File: config.mk
export PLATFORM = sky130hd
export DESIGN_NAME = ladybird_csr_unit
export DESIGN_NICKNAME = d
export VERILOG_FILES = /design/src/rtl/ladybird_csr_unit.sv
export SDC_FILE = /design/constraint.sdc
export NUM_CORES = 1
export LEC_CHECK = 0
export CORE_ASPECT_RATIO = 1.1
export CORE_MARGIN = 3
export CORE_UTILIZATION = 62
export DETAILED_ROUTE_END_ITERATION = 10
export PLACE_DENSITY = 0.88
export SLEW_MARGIN = 0
export SYNTH_ARGS = -nofsm -noshare
export SYNTH_HDL_FRONTEND = slang
export SYNTH_HIERARCHICAL = 1
export SYNTH_SLANG_ARGS = --single-unit
File: constraint.sdc
create_clock -name clk -period 3.4 [get_ports clk]
set_clock_uncertainty 0.15 [all_clocks]
set_input_delay 0.34 -clock clk [delete_from_list [all_inputs] [get_ports clk]]
set_output_delay 0.34 -clock clk [all_outputs]
set_load 0.02 [all_outputs]
File: src/rtl/ladybird_csr_unit.sv
// Machine-mode CSR file: combinational read of i_addr, RW/RS/RC write committed on the clock.
// Optional 64-bit mcycle/cycle counter is built only when LADYBIRD_CSR_COUNTERS_EN is defined.

module ladybird_csr_reg #(
    parameter logic [11:0] ADDR  = 12'h000,
    parameter logic [31:0] MASK  = 32'hFFFF_FFFF,
    parameter logic [31:0] FIXED = 32'h0000_0000
) (
    input  logic        clk,
    input  logic        nrst,
    input  logic        wr_en,
    input  logic [1:0]  op,
    input  logic [11:0] addr,
    input  logic [31:0] data,
    output logic        hit,
    output logic [31:0] rdata
);
    logic [31:0] q;
    logic [31:0] nxt;

    assign hit   = (addr == ADDR);
    assign rdata = q | FIXED;

    // Set/clear operate on the architecturally visible value, then the mask drops read-zero bits.
    always_comb begin
        case (op)
            2'b10:   nxt = rdata | data;
            2'b11:   nxt = rdata & ~data;
            default: nxt = data;
        endcase
    end

    always_ff @(posedge clk or negedge nrst) begin
        if (!nrst)
            q <= '0;
        else if (wr_en && hit)
            q <= nxt & MASK;
    end
endmodule

module ladybird_csr_unit #(
    parameter logic [31:0] HART_ID = 32'd0
) (
    input  logic        clk,
    input  logic        nrst,
    input  logic [2:0]  i_op,
    input  logic        i_valid,
    input  logic [11:0] i_addr,
    input  logic [31:0] i_data,
    output logic [31:0] o_data
);
    typedef struct packed {
        logic        valid;
        logic [1:0]  op;
        logic [11:0] addr;
        logic [31:0] data;
    } csr_req_t;

    localparam int NUM_REGS = 8;

    // Order: mstatus, mie, mtvec, mscratch, mepc, mcause, mtval, mip (index 0 rightmost).
    localparam logic [NUM_REGS-1:0][11:0] REG_ADDR = {
        12'h344, 12'h343, 12'h342, 12'h341, 12'h340, 12'h305, 12'h304, 12'h300
    };
    localparam logic [NUM_REGS-1:0][31:0] REG_MASK = {
        32'h0000_0888, 32'hFFFF_FFFF, 32'hFFFF_FFFF, 32'hFFFF_FFFC,
        32'hFFFF_FFFF, 32'hFFFF_FFFD, 32'h0000_0888, 32'h0000_0088
    };
    localparam logic [NUM_REGS-1:0][31:0] REG_FIXED = {
        32'h0, 32'h0, 32'h0, 32'h0, 32'h0, 32'h0, 32'h0, 32'h0000_1800
    };

    csr_req_t req;
    logic     wr_en;
    logic     unused_op_hi;

    assign req          = '{valid: i_valid, op: i_op[1:0], addr: i_addr, data: i_data};
    assign unused_op_hi = i_op[2];

    // Set/clear with a zero operand is a pure read and must not write.
    assign wr_en = req.valid && (req.op != 2'b00) && !(req.op[1] && (req.data == '0));

    logic [NUM_REGS-1:0]       reg_hit;
    logic [NUM_REGS-1:0][31:0] reg_rdata;

    for (genvar g = 0; g < NUM_REGS; g++) begin : g_reg
        ladybird_csr_reg #(
            .ADDR  (REG_ADDR[g]),
            .MASK  (REG_MASK[g]),
            .FIXED (REG_FIXED[g])
        ) u_reg (
            .clk   (clk),
            .nrst  (nrst),
            .wr_en (wr_en),
            .op    (req.op),
            .addr  (req.addr),
            .data  (req.data),
            .hit   (reg_hit[g]),
            .rdata (reg_rdata[g])
        );
    end

`ifdef LADYBIRD_CSR_COUNTERS_EN
    logic [63:0] mcycle;
    logic [31:0] lo_nxt;
    logic [31:0] hi_nxt;
    logic        wr_lo;
    logic        wr_hi;

    assign wr_lo = wr_en && (req.addr == 12'hB00);
    assign wr_hi = wr_en && (req.addr == 12'hB80);

    always_comb begin
        case (req.op)
            2'b10: begin
                lo_nxt = mcycle[31:0]  | req.data;
                hi_nxt = mcycle[63:32] | req.data;
            end
            2'b11: begin
                lo_nxt = mcycle[31:0]  & ~req.data;
                hi_nxt = mcycle[63:32] & ~req.data;
            end
            default: begin
                lo_nxt = req.data;
                hi_nxt = req.data;
            end
        endcase
    end

    // A software write to either half replaces the tick for that cycle.
    always_ff @(posedge clk or negedge nrst) begin
        if (!nrst)
            mcycle <= '0;
        else if (wr_lo)
            mcycle[31:0] <= lo_nxt;
        else if (wr_hi)
            mcycle[63:32] <= hi_nxt;
        else
            mcycle <= mcycle + 64'd1;
    end
`endif

    always_comb begin
        o_data = '0;
        for (int i = 0; i < NUM_REGS; i++) begin
            if (reg_hit[i])
                o_data = reg_rdata[i];
        end
        case (req.addr)
            12'h301: o_data = 32'h4000_0100;
            12'hF14: o_data = HART_ID;
`ifdef LADYBIRD_CSR_COUNTERS_EN
            12'hB00, 12'hC00: o_data = mcycle[31:0];
            12'hB80, 12'hC80: o_data = mcycle[63:32];
`endif
            default: ;
        endcase
    end
endmodule

==> impl_metrics.toml <==
[setup_path]
startpoint_type = "primary input"
r2r-end = "g_reg[3].u_reg/rdata[3]$_DFFE_PN0P_"
endpoint_kind = "output port"
r2r_slack_ns = 2.10
critPathMostFrequentCell = "buf_12"
worstSetupStartpoint = "i_addr[5]"
cp_slowest_stage_delay_ns = 0.46
cp_slowest_cell = "clkdlybuf4s50_1"
rr_startpoint = "g_reg[3].u_reg/rdata[3]$_DFFE_PN0P_"
critPathMaxFanout = 10
path_cells = "clkdlybuf4s50_1, buf_12, nor4_4, and3_4, nand2b_2, buf_12, o22ai_1, o21ai_0, nor4b_2, buf_4, clkdlybuf4s15_2"
crit_type = "primary input to output port"
reg2regPathDepth = 3
critPathArrivalTime_ns = 2.98
crit_required_ns = 2.91

[timing]
hold_violations = 0
post-route-period-util_pct = 102.1
fmax_mhz = 288.0
setup_slack_ns = -0.07272
relSlewSlack_pct = 44.24
worst_pin_slew_ns = 0.8364
report.final.slew_viol_count = 0
period_needed_ns = 3.473
setup_viol = 2

[status]
violations = "negative setup slack"
status = "finished, violations left"

[placement]
dp_hpwl_um = 27350
dp.cells = 1741
gp_congestion = 0.9053
placed_area_um2 = 14820
port_buffers = 80
post-place-ws_ns = -0.3921

[cts]
worstSkewPairLatency_ns = 0.44
htree_levels = 4
cts_made_buffers = 17
tritoncts = "built"
cts.path.max_buffers = 2
cts.sinks = 165
root_buffer = "clkbuf_16"
clk_pin_slew_worst_paths_ns = 0.06

[global_route]
track_usage_pct = 38.37
grt_pass1_vias = 12636
antenna_found_initial = 0
grt_pass1_wl_um = 67730
grt_max_degree = 81
grt_overflow = 0

[route]
drtPass1Iterations = 8
drtAntennaViolNets = 0
routedWlPerCell_um = 26.01
num_vias = 12907
wirelength_um = 46400
drc = 0
drt-vias-per-instance = 7.235
drt-initial-drc-count = 2436

[floorplan]
std_cell_rows = 54
core_um2 = 20200
fp.dieArea_um2 = 22680
start_util_pct = 64.17
die_h_um = 157.7
die_w_um = 143.9
io_pins = 82

[yosys]
synth.avg_cell_area_um2 = 9.574
synth_area_um2 = 12960
yosysTopAreaCell = "dfrtp_1"
synth_top_family_by_area = "compound AO/OA/AOI/OAI gates"
synth_mux_area_share_pct = 18.68
synthCells = 1354
synthXorXnorAreaFrac_pct = 0
yosys.area_share.adder_pct = 0
synth.area.top_cells = "dfrtp_1, mux2_4, a21oi_1"
ys_ff_latch = 165
synth_compound_gate_area_share_pct = 21.51
async_reset_ff_share_pct = 100.0
yosysWarnings = 6
yosysSeqAreaShare_pct = 31.85
synthSimpleGateAreaFrac_pct = 16.96
synth_top_area_share_pct = 31.85
synthDistinctLibCells = 52
synth_edf_count = 0
synthFlopType = "dfrtp_1"

[job]
maxCapViolations = 0

[worst_hold_path]
hp-class = "primary input to async pin"

[layout]
fin_cells = 1784
layout_common_cells = "a21oi_1, dfrtp_1, mux2_4"
antenna_cells = 0
final_nets = 1569
nFillCells = 1113
final_common_cell = "a21oi_1"
drive_gt1_share_pct = 31.46
syn_to_final_growth_pct = 20.12
postLayoutCellArea_um2 = 15570

[power]
vdd_drop_max_v = 0.0003584
leakage_nw = 7.457
p_total_w = 0.004641
pwr_density_cell_nw_per_um2 = 298.0
## where the power goes
group | internal [W] | switching [W]
sequential | 0.00197 | 0.00000671
combinational | 0.000218 | 0.000374
clock | 0.00120 | 0.000875
## sequential cells by signal, indices dropped and copies added, names as in the netlist
signal / count
g.u_reg/rdata: 163
g.u_reg/q: 2
## layout make-up
class | instances | area (µm²) | area share (%)
clock buffers | 21 | 460.4 | 2.957
repair buffers | 258 | 2502 | 16.07
multi-input cells | 1044 | 7894 | 50.69
flip-flops and latches | 165 | 4129 | 26.51
well taps | 252 | 315.3 | 2.025
inverters | 33 | 123.9 | 0.7954
clock inverters | 11 | 147.6 | 0.9481
## logic make-up (layout without fill, tap and decap cells)
| group | after synthesis | after routing |
|---|---|---|
| AOI/OAI and AO/OA | 503 | 503 |
| DFF | 165 | 165 |
| other | 6 | 91 |
| buffers and inverters | 230 | 323 |
| and+or+nand+nor | 285 | 285 |
| muxes | 165 | 165 |
## per-stage QoR
step	TNS (ns)	hold slack [ns]	utilization, %
floorplan	0	-0.1056	-
global placement	-7.693	0.3071	73.35
detailed placement	-9.357	0.3129	73.35
CTS	0	0.3867	76.72
global route	-0.3076	0.4065	77.08
finish	-0.08482	0.3906	77.08
## per-layer routing
layer	part of all wire, %	up-vias	track usage (%)	wire length (µm)
met1	34	6083	46.63	15710
met5	0	-	0	0
met2	45	1216	61.49	21090
met3	13	413	8.973	5829
met4	8.1	0	24.04	3763
li1	-	5195	-	-
## synth_stat cells (3+ instances only)
cell type  number
nand4_4         4
buf_4          95
o22ai_1        29
nor4_4          8
inv_1          33
mux2_4        150
nand2b_1        3
nand3b_1       30
nand4_2         3
dfrtp_1       165
nor4b_2        28
o21ai_1         5
mux2_2         11
a221oi_1       29
mux2_1          4
nor2_1         29
nand4_1         4
and3_2          8
buf_1           3
and4bb_2        6
a31oi_1         8
nand3_1        31
nand2_1        64
nor3_1          3
nor2b_1         5
nor4_1          8
o21ai_0        30
conb_1          6
and4b_1         5
a22oi_1        29
buf_6          18
clkbuf_1       42
a21oi_1       362
and2_1          5
buf_2          39
nor3b_1        28
nor4b_4         4
## repair_timing
| action | 4_1_cts | 5_1_grt |
|---|---|---|
| hold endpoints to repair | 78 | 0 |
| setup endpoints to repair | 32 | 32 |
| pin swaps | 1 | 6 |
| resized for setup | 89 | 84 |
| cloned | 0 | 2 |
| setup buffers | 1 | 7 |
| hold buffers | 1 | 0 |
## critical path: cells and delay by family
family	cells	cell delay (ns)
AO/OA/AOI/OAI	2	0.33
AND/OR/NAND/NOR	4	1.06
buffers and inverters	5	1.24
## worst max-delay path by stage
stage	to	depth (start not counted)
3_3_place_gp	o_data[29]	11
4_1_cts	o_data[13]	11
5_1_grt	o_data[22]	12
2_1_floorplan	o_data[22]	7
3_5_place_dp	o_data[27]	11
6_report	o_data[14]	11
No activity file was read; power rests on OpenSTA's default activity.
